<file path="src/rtl/sm3_pkg.sv">
// sm3_pkg: shared types and constants for the SM3 message padder.
package sm3_pkg;

   typedef enum logic [2:0] {IDLE, MSG, PAD1, ZERO, LEN_HI, LEN_LO} sm3_pad_st_e;

   localparam int          SM3_BLK_WORDS  = 16;
   localparam logic [31:0] SM3_PAD_WORD   = 32'h8000_0000;
   localparam logic [3:0]  SM3_LEN_HI_IDX = 4'd14;
   localparam logic [3:0]  SM3_LEN_LO_IDX = 4'd15;

   // Valid-byte mask is MSB-contiguous, so the byte count is its popcount.
   function automatic logic [2:0] vb_to_k(input logic [3:0] vb);
      return 3'(vb[3]) + 3'(vb[2]) + 3'(vb[1]) + 3'(vb[0]);
   endfunction

endpackage

</file>
<file path="src/rtl/sm3_len_cntr.sv">
// sm3_len_cntr: message bit-length accumulator, wraps modulo 2^LEN_W.
module sm3_len_cntr #(
   parameter int LEN_W = 64
) (
   input  logic             clk,
   input  logic             rst_n,
   input  logic             clr_i,
   input  logic             add32_i,
   input  logic             add8k_i,
   input  logic [2:0]       k_i,
   output logic [LEN_W-1:0] len_o
);

   logic [LEN_W-1:0] len_q, len_d;

   always_comb
      len_d = clr_i ? '0
                    : len_q + (add32_i ? LEN_W'(32) : '0) + (add8k_i ? LEN_W'({k_i, 3'b000}) : '0);

   always_ff @(posedge clk) begin
      if (!rst_n) len_q <= '0;
      else        len_q <= len_d;
   end

   assign len_o = len_q;

endmodule

</file>
<file path="src/rtl/sm3_pad_core.sv">
// sm3_pad_core: SM3 message padder; streams message words out as padded 512-bit
// blocks with the 0x80 marker, zero fill and the 64-bit bit-length trailer.
module sm3_pad_core
   import sm3_pkg::*;
#(
   parameter int LEN_W = 64
) (
   input  logic        clk,
   input  logic        rst_n,
   input  logic [31:0] msg_inpt_d_i,
   input  logic        msg_inpt_vld_i,
   input  logic        msg_inpt_lst_i,
   input  logic [3:0]  msg_inpt_vld_byte_i,
   output logic        msg_inpt_rdy_o,
   output logic [31:0] pad_otpt_d_o,
   output logic        pad_otpt_vld_o,
   output logic        pad_otpt_lst_o,
   input  logic        pad_otpt_rdy_i
);

   localparam int IDX_W = $clog2(SM3_BLK_WORDS);

   sm3_pad_st_e      st_q, st_d, pad_nxt;
   logic [IDX_W-1:0] idx_q, idx_d, li;
   logic [31:0]      d_q, d_d, mask;
   logic             vld_q, vld_d, lst_q, lst_d;
   logic             ld, hs, acc, full;
   logic [2:0]       k;
   logic [LEN_W-1:0] len;

   assign ld             = !vld_q || pad_otpt_rdy_i;
   assign hs             = vld_q && pad_otpt_rdy_i;
   assign msg_inpt_rdy_o = rst_n && ld && (st_q == IDLE || st_q == MSG);
   assign acc            = msg_inpt_vld_i && msg_inpt_rdy_o;
   assign k              = vb_to_k(msg_inpt_vld_byte_i);
   assign full           = (k == 3'd4);
   assign mask           = {{8{msg_inpt_vld_byte_i[3]}}, {8{msg_inpt_vld_byte_i[2]}},
                            {8{msg_inpt_vld_byte_i[1]}}, {8{msg_inpt_vld_byte_i[0]}}};
   // Index of the word being loaded now: the held word leaves on a handshake.
   assign li             = idx_q + IDX_W'(vld_q);
   assign pad_nxt        = (li + 1'b1 == SM3_LEN_HI_IDX) ? LEN_HI : ZERO;

   sm3_len_cntr #(.LEN_W(LEN_W)) u_len (
      .clk     (clk),
      .rst_n   (rst_n),
      .clr_i   (hs && lst_q),
      .add32_i (acc && !msg_inpt_lst_i),
      .add8k_i (acc && msg_inpt_lst_i),
      .k_i     (k),
      .len_o   (len)
   );

   always_comb begin
      st_d  = st_q;
      d_d   = d_q;
      vld_d = vld_q;
      lst_d = lst_q;
      idx_d = idx_q + IDX_W'(hs);
      if (ld) begin
         lst_d = 1'b0;
         case (st_q)
            IDLE, MSG: begin
               vld_d = acc;
               if (acc) begin
                  // A full last word gets a zero marker shift, so it passes unchanged.
                  d_d  = msg_inpt_lst_i ? (msg_inpt_d_i & mask) | (SM3_PAD_WORD >> {k, 3'b000})
                                        : msg_inpt_d_i;
                  st_d = !msg_inpt_lst_i ? MSG : full ? PAD1 : pad_nxt;
               end
            end
            PAD1, ZERO: begin
               vld_d = 1'b1;
               d_d   = (st_q == PAD1) ? SM3_PAD_WORD : '0;
               st_d  = pad_nxt;
            end
            LEN_HI: begin
               vld_d = 1'b1;
               d_d   = len[LEN_W-1:32];
               st_d  = LEN_LO;
            end
            default: begin
               vld_d = !lst_q;
               lst_d = !lst_q && (li == SM3_LEN_LO_IDX);
               d_d   = lst_q ? d_q : len[31:0];
               st_d  = lst_q ? IDLE : LEN_LO;
            end
         endcase
      end
   end

   always_ff @(posedge clk) begin
      if (!rst_n) begin
         st_q  <= IDLE;
         idx_q <= '0;
         d_q   <= '0;
         vld_q <= 1'b0;
         lst_q <= 1'b0;
      end else begin
         st_q  <= st_d;
         idx_q <= idx_d;
         d_q   <= d_d;
         vld_q <= vld_d;
         lst_q <= lst_d;
      end
   end

   assign pad_otpt_d_o   = d_q;
   assign pad_otpt_vld_o = vld_q;
   assign pad_otpt_lst_o = lst_q;

endmodule

</file>
<file path="config.mk">
export PLATFORM = sky130hd
export DESIGN_NAME = sm3_pad_core
export DESIGN_NICKNAME = d
export VERILOG_FILES = /design/src/rtl/sm3_pkg.sv /design/src/rtl/sm3_len_cntr.sv /design/src/rtl/sm3_pad_core.sv
export SDC_FILE = /design/constraint.sdc
export NUM_CORES = 1
export LEC_CHECK = 0
export ABC_AREA = 1
export CORE_ASPECT_RATIO = 1.4
export CORE_MARGIN = 10
export CORE_UTILIZATION = 55
export DETAILED_ROUTE_END_ITERATION = 7
export PLACE_DENSITY = 0.85
export SLEW_MARGIN = 20
export SYNTH_ARGS = -nofsm -noshare
export SYNTH_HDL_FRONTEND = slang
export SYNTH_SLANG_ARGS = --single-unit
export TNS_END_PERCENT = 30
</file>
<file path="constraint.sdc">
create_clock -name clk -period 5.2 [get_ports clk]
set_clock_uncertainty 0.2 [all_clocks]
set_input_delay 1.04 -clock clk [delete_from_list [all_inputs] [get_ports clk]]
set_output_delay 1.04 -clock clk [all_outputs]
set_load 0.02 [all_outputs]
</file>
==> reports/results.tsv, run 1 <==
metric	value	unit
outcome	finished clean	
nNetsFinal	1132	
end_kind	flip-flop	
synth_fp_nets	1060	
crit_type	in -> reg	
dieArea	15700	um2
drtAntennaViolNets	0	
startpoint	msg_inpt_vld_byte_i[0]	
worst_slack	0.531	ns
place.gp.congestion	1.01	
pre_cts_ws	0.197	ns
crit_end	u_len.len_o[52]	
use_met2	43.5	%
initial_core_util	56.2	%
grt_pass1_vias	6222	
cts_hold_buf	0	
cts_buffers	9	
rsz0062_at_grt	no	
cp_cell_sequence	clkdlybuf4s50_1 -> fa_1 -> ha_1 -> ha_1 -> inv_1 -> nor2_1 -> ha_1 -> ha_1 -> inv_1 -> fa_1 -> inv_1 -> nand2_1 -> nand2_1 -> nand2_1 -> nor2_2 -> inv_1 -> nor2_2 -> nand3_1 -> nand2_1 -> a21oi_1	
synth_cell_types	33	
hold_class	reg -> reg	
yosys.area_share.simple	39.8	%
synth_top_family_by_area	simple AND/OR/NAND/NOR gates	
synth_xor_area_share	0.576	%
area_growth	19.5	%
synth_commonest_cells	nand2_1 (315), nor2_1 (195), inv_1 (134)	
ys_warn_count	0	
post_cts_resized	0	
irDropWorstVdd	386	uV
synth_compound_area_share	12.6	%
ctsHtreeMaxLevel	3	
clockRootBuffer	clkbuf_16	
initialDrtViolationCount	581	
finalNonFillerCells	1223	
hpwl	16.2	mm
synth_area_leaders	dfxtp_1 (34%), nand2_1 (19%), nor2_1 (12%)	
die_w	109	um
hold_viol	0	
path_clk_slew	0.08	ns
grt_pass1_wl	31.5	mm
cp_slowest_cell	fa_1	
synth-edff-count	0	
synth_async_sr_flop_share	0	%
tns	0	ns
synth.top_cell.area_share	33.6	%
critical-path-top-delay-family	adder cells	
io_pins	76	
syn_area	6080	um2
synth.avg_cell_area	6.05	um2
drc	0	
cts_setup_buffers	0	
num_vias	6814	
clk_path_buf_depth	2	
r2r_end	u_len.len_o[52]	
routed_wl	20.3	mm
ff2ff_setup_slack	1.57	ns
holdCritStartpoint	u_len.len_o[63]	
muxShareOfSynthArea	0	%
max-cap-violations	0	
synth_top_area_cell	dfxtp_1	
crit_required	5.24	ns
dr.pass1.iters	8	
rows	45	
grt_use_met1	30.2	%
power.leakage	2.64	nW
synth_seq_area_share	33.6	%
cts_tree	done	
antenna_found_initial	0	
crit_arrival	4.71	ns
relSlewSlack	35.1	%
min_period	4.67	ns
postSynthCellCount	1005	
max_slew.worst_pin.slew	0.970	ns
viasPerCell	5.57	
cts_sinks	102	
die_h	144	um
gr-total-overflow	0	
busiest_layer	met2	
setup_viol	0	
grt_start_max_net_pins	35	
grt_usage	25.8	%
fmax	0.214	GHz
critPathBufInv	5	
synth_flop_cell	dfxtp_1	
reg2reg_depth	16	
synth-seq-cells	102	
min_period_over_period	89.8	%
port_buffers	75	
final_area	7260	um2
coreArea	10800	um2
wire_per_inst	16.6	um
synth_fa_ha_area_share	3.25	%
num_antenna_cells	0	
powerDensity	394	nW/um2
cp_num_cells	20	
yosysMostFrequentCell	nand2_1	
reg2reg_from	st_q[1]	
critPathMaxFanout	6	
insertion_delay	0.36	ns
crit_path_start_kind	input pin	
drive_gt1_share	3.70	%
place_inst	1207	
placed_area	6970	um2
nFillCells	1000	
max_stage_delay	0.49	ns
slew_viol_final	0	
grt_use_met3	4.81	%
## cells by family (layout without fill, tap and decap cells)
family,count (synthesis),in the layout
AO/OA/AOI/OAI,129,129
XOR/XNOR,4,4
adder cells (fa/ha/maj),14,14
buffers and inverters,158,235
flip-flops,102,102
AND/OR/NAND/NOR,598,598
## sequential cells by signal (all words and copies together), names as in the netlist
signal          flops
u_len.len_o        61
pad_otpt_d_o       32
pad_otpt_lst_o      1
pad_otpt_vld_o      1
idx_q               4
st_q                3
## worst register-to-register path: stages, from the launching register on
cell and delay (ns):
dfxtp_1 0.38, nor2_2 0.28, nand4_1 0.22, nor2_1 0.19, nand2_1 0.10, fa_1 0.53
fa_1 0.43, inv_1 0.08, nand2_1 0.07, nand2_1 0.13, nand2_1 0.16, nor2_2 0.23
inv_1 0.12, nor2_2 0.18, nand3_1 0.09, nand2_1 0.07, a21oi_1 0.06
## stage by stage
| step | utilization [%] | hold slack [ns] | power, mW |
|---|---|---|---|
| after CTS | 67.2 | 0.270 | 2.87 |
| after floorplan | - | 0.239 | 1.73 |
| after global routing | 67.2 | 0.291 | 3.03 |
| after detailed placement | 64.5 | 0.252 | 2.19 |
| after global placement | 64.5 | 0.250 | 2.17 |
| final | 67.2 | 0.269 | 2.86 |
## power by group
part / leakage [nW] / switching [mW] / internal [mW]
combinational: 1.67 / 0.710 / 0.459
clock: 0.137 / 0.348 / 0.337
sequential: 0.829 / 0.0855 / 0.922
total: 2.64 / 1.14 / 1.72
## layout make-up
type	count	area [um2]	share of cell area [%]
clock inverters	7	68.8	0.947
clock buffers	9	225	3.10
inverters	136	510	7.03
flip-flops and latches	102	2040	28.1
repair buffers	83	811	11.2
well taps	141	176	2.43
multi-input cells	745	3430	47.2
## worst min path at each step
| stage | to | cells after the start |
|---|---|---|
| after floorplan | u_len.len_o[63] | 2 |
| after global placement | u_len.len_o[63] | 2 |
| after detailed placement | pad_otpt_d_o[1] | 2 |
| after CTS | u_len.len_o[63] | 2 |
| after global routing | u_len.len_o[63] | 2 |
| final | u_len.len_o[63] | 2 |
## per-layer routing
metal	part of all wire [%]	routed length (um)
met5	0	0
met4	5.1	1030
met3	7.3	1470
met2	48	9820
met1	39	7980
## cells in the final DEF (no fill, tap or decap), types with 3 or more instances in the layout
master           Yosys  final
clkdlybuf4s50_1      0     75
dfxtp_1            102    102
nand3_1             43     43
buf_4                6      8
nor2_1             195    195
nand4_1             24     24
nor2_2               5      5
xor2_1               3      3
inv_1              134    134
o211ai_1             5      5
fa_1                 3      3
nor3_1               4      4
a21oi_1             65     65
o221ai_1            23     23
o21ai_0             31     30
nand2_1            315    315
clkbuf_16            0      9
ha_1                11     11
or2_2                3      3
Power figures use the tool's default switching activity.
==> run 2: changes to the inputs <==
- ABC_AREA: 1 -> 0
- CORE_UTILIZATION: 55 -> 48
- PLACE_DENSITY: 0.85 -> 0.77
==> run 2 against run 1 <==
Utilization fell by 8.2 points. Critical path depth is 5 lower. Wire length shrank 20%. Global-route usage decreased by 5.7 points. Clock power up 4.5%. Register-to-register slack lost 0.32 ns. Critical endpoint is now u_len.len_o[62].
==> reports/results.tsv, run 2 <==
metric	value	unit	change
outcome	finished clean		unchanged
port_buffers	75		unchanged
slew_viol_final	0		unchanged
max_slew.worst_pin.slew	1.10	ns	was 0.970 ns
cts_setup_buffers	0		unchanged
path_clk_slew	0.07	ns	was 0.08 ns
area_growth	21.7	%	was 19.5%
ff2ff_setup_slack	1.25	ns	was 1.57 ns
synth_top_area_cell	dfxtp_1		unchanged
nNetsFinal	759		was 1132
crit_path_start_kind	input pin		unchanged
synth_fa_ha_area_share	3.63	%	was 3.25%
grt_pass1_wl	25.9	mm	was 31.5 mm
crit_arrival	4.95	ns	was 4.71 ns
cp_slowest_cell	fa_1		unchanged
setup_viol	0		unchanged
synth_cell_types	56		was 33
relSlewSlack	26.5	%	was 35.1%
synth_flop_cell	dfxtp_1		unchanged
initial_core_util	48.5	%	was 56.2%
layout_commonest_cell	dfxtp_1		was nand2_1
worst_slack	0.334	ns	was 0.531 ns
fmax	0.205	GHz	was 0.214 GHz
synth.top_cell.area_share	37.5	%	was 33.6%
end_kind	flip-flop		unchanged
cts_tree	done		unchanged
syn_area	5450	um2	was 6080 um2
synth-edff-count	0		unchanged
postSynthCellCount	645		was 1005
synth_commonest_cells	dfxtp_1 (102), nand2_1 (77), a21oi_1 (39), nor2_1 (39), clkbuf_1 (32)		was nand2_1 (315), nor2_1 (195), inv_1 (134)
crit_type	in -> reg		unchanged
reg2reg_from	st_q[2]		was st_q[1]
hold_ws	0.255	ns	was 0.269 ns
max_stage_delay	0.51	ns	was 0.49 ns
clockRootBuffer	clkbuf_16		unchanged
routed_wl	16.2	mm	was 20.3 mm
post_cts_resized	0		unchanged
synth_xor_area_share	4.66	%	was 0.576%
place.gp.congestion	0.973		was 1.01
holdPathEnd	pad_otpt_d_o[24]		was u_len.len_o[63]
hold_class	reg -> reg		unchanged
final_cell_mix	dfxtp_1 (102), nand2_1 (77), clkdlybuf4s50_1 (75), nor2_1 (39), a21oi_1 (39)		was nand2_1 (315), nor2_1 (195), inv_1 (134), dfxtp_1 (102), clkdlybuf4s50_1 (75)
coreArea	11200	um2	was 10800 um2
pre_cts_ws	0.0298	ns	was 0.197 ns
yosysMostFrequentCell	dfxtp_1		was nand2_1
power.leakage	2.33	nW	was 2.64 nW
synth-seq-cells	102		unchanged
whs_path_depth	2		unchanged
reg2reg_depth	15		was 16
synth_top_family_by_area	simple AND/OR/NAND/NOR gates		unchanged
num_antenna_cells	0		unchanged
max-cap-violations	0		unchanged
min_period	4.87	ns	was 4.67 ns
synth.avg_cell_area	8.44	um2	was 6.05 um2
nFillCells	1003		was 1000
ctsHtreeMaxLevel	3		unchanged
dieArea	16100	um2	was 15700 um2
synth_area_leaders	dfxtp_1 (38%), nand2_1 (5.3%), a32oi_1 (3.9%)		was dfxtp_1 (34%), nand2_1 (19%), nor2_1 (12%)
synth_fp_nets	700		was 1060
insertion_delay	0.35	ns	was 0.36 ns
io_pins	76		unchanged
initialDrtViolationCount	449		was 581
hold_viol	0		unchanged
hpwl	12.0	mm	was 16.2 mm
critPathMaxFanout	6		unchanged
powerDensity	265	nW/um2	was 394 nW/um2
die_h	146	um	was 144 um
rsz0062_at_grt	no		unchanged
drtAntennaViolNets	0		unchanged
critPathBufInv	3		was 5
crit_required	5.28	ns	was 5.24 ns
cts_buffers	9		unchanged
drive_gt1_share	6.50	%	was 3.70%
viasPerCell	6.22		was 5.57
drc	0		unchanged
cp_common_cell	ha_1		
critical-path-top-delay-family	adder cells		unchanged
ys_warn_count	0		unchanged
cp_cell_sequence	clkdlybuf4s50_1 -> fa_1 -> ha_1 -> ha_1 -> and2_1 -> ha_1 -> ha_1 -> inv_1 -> fa_1 -> nand2b_1 -> a21oi_2 -> nand4_1 -> buf_4 -> or3_1 -> a21oi_1		was clkdlybuf4s50_1 -> fa_1 -> ha_1 -> ha_1 -> inv_1 -> nor2_1 -> ha_1 -> ha_1 -> inv_1 -> fa_1 -> inv_1 -> nand2_1 -> nand2_1 -> nand2_1 -> nor2_2 -> inv_1 -> nor2_2 -> nand3_1 -> nand2_1 -> a21oi_1
muxShareOfSynthArea	0.207	%	was 0%
grt_usage	20.1	%	was 25.8%
cp_num_cells	15		was 20
largest_reg_flops	61		unchanged
wire_per_inst	19.0	um	was 16.6 um
synth_async_sr_flop_share	0	%	unchanged
yosys.area_share.simple	26.0	%	was 39.8%
cts_sinks	102		unchanged
synth_seq_area_share	37.5	%	was 33.6%
irDropWorstVdd	160	uV	was 386 uV
dr.pass1.iters	5		was 8
rows	46		was 45
cts_hold_buf	0		unchanged
tns	0	ns	unchanged
die_w	110	um	was 109 um
gr-total-overflow	0		unchanged
grt_pass1_vias	5151		was 6222
min_period_over_period	93.6	%	was 89.8%
holdCritStartpoint	pad_otpt_d_o[24]		was u_len.len_o[63]
antenna_found_initial	0		unchanged
synth_compound_area_share	23.6	%	was 12.6%
clk_path_buf_depth	2		unchanged
grt_start_max_net_pins	48		was 35
num_vias	5300		was 6814
r2r_end	u_len.len_o[62]		was u_len.len_o[52]
## run 2: power by group
part / internal (mW) / switching, mW
Clock: 0.421 / 0.296
Combinational: 0.106 / 0.121
Sequential: 0.800 / 0.0141
Total: 1.33 / 0.430
## run 2: cell type report
cell class | instances | area [um2] | share of cell area [%]
Sequential cell | 102 | 2040 | 30.8
Multi-Input combinational cell | 484 | 3160 | 47.8
Clock buffer | 10 | 229 | 3.46
Tap cell | 144 | 180 | 2.72
Inverter | 17 | 63.8 | 0.963
Timing Repair Buffer | 90 | 863 | 13.0
Clock inverter | 5 | 83.8 | 1.27
## run 2: cells by family (layout without fill, tap and decap cells)
group           after synthesis  after routing
mux                           1              1
flops                       102            102
compound gates              186            186
buf+inv                      59            122
simple gates                254            254
xor+xnor                     29             29
fa+ha+maj                    14             14
## run 2: metal layers
layer / track usage [%] / wire [um]
met4: 9.46 / 566
met2: 33.4 / 7950
met1: 23.3 / 6260
met3: 4.85 / 1400
met5: 0 / 0
## run 2: worst max path at each step
stage | startpoint | to | slack [ns]
floorplan | msg_inpt_vld_byte_i[0] | u_len.len_o[62] | 0.64
global placement | msg_inpt_vld_byte_i[0] | u_len.len_o[56] | 0.15
detailed placement | msg_inpt_vld_byte_i[0] | u_len.len_o[56] | 0.03
CTS | msg_inpt_vld_byte_i[0] | u_len.len_o[62] | 0.38
global route | msg_inpt_vld_byte_i[0] | u_len.len_o[56] | 0.11
finish | msg_inpt_vld_byte_i[0] | u_len.len_o[62] | 0.33
## run 2: stage by stage
step	cell area, um2	util (%)	total power [mW]	cells
6_report	6630	59.0	1.76	852
5_1_grt	6630	59.0	1.82	852
4_1_cts	6630	59.0	1.76	852
3_5_place_dp	6310	56.3	1.06	837
3_3_place_gp	6310	56.3	1.05	837
2_1_floorplan	5450	-	0.953	645
## run 2: worst min-delay path, stage by stage (launching register included)
cell and delay [ns]:
dfxtp_1 0.31, nand2_1 0.05, a21boi_1 0.05
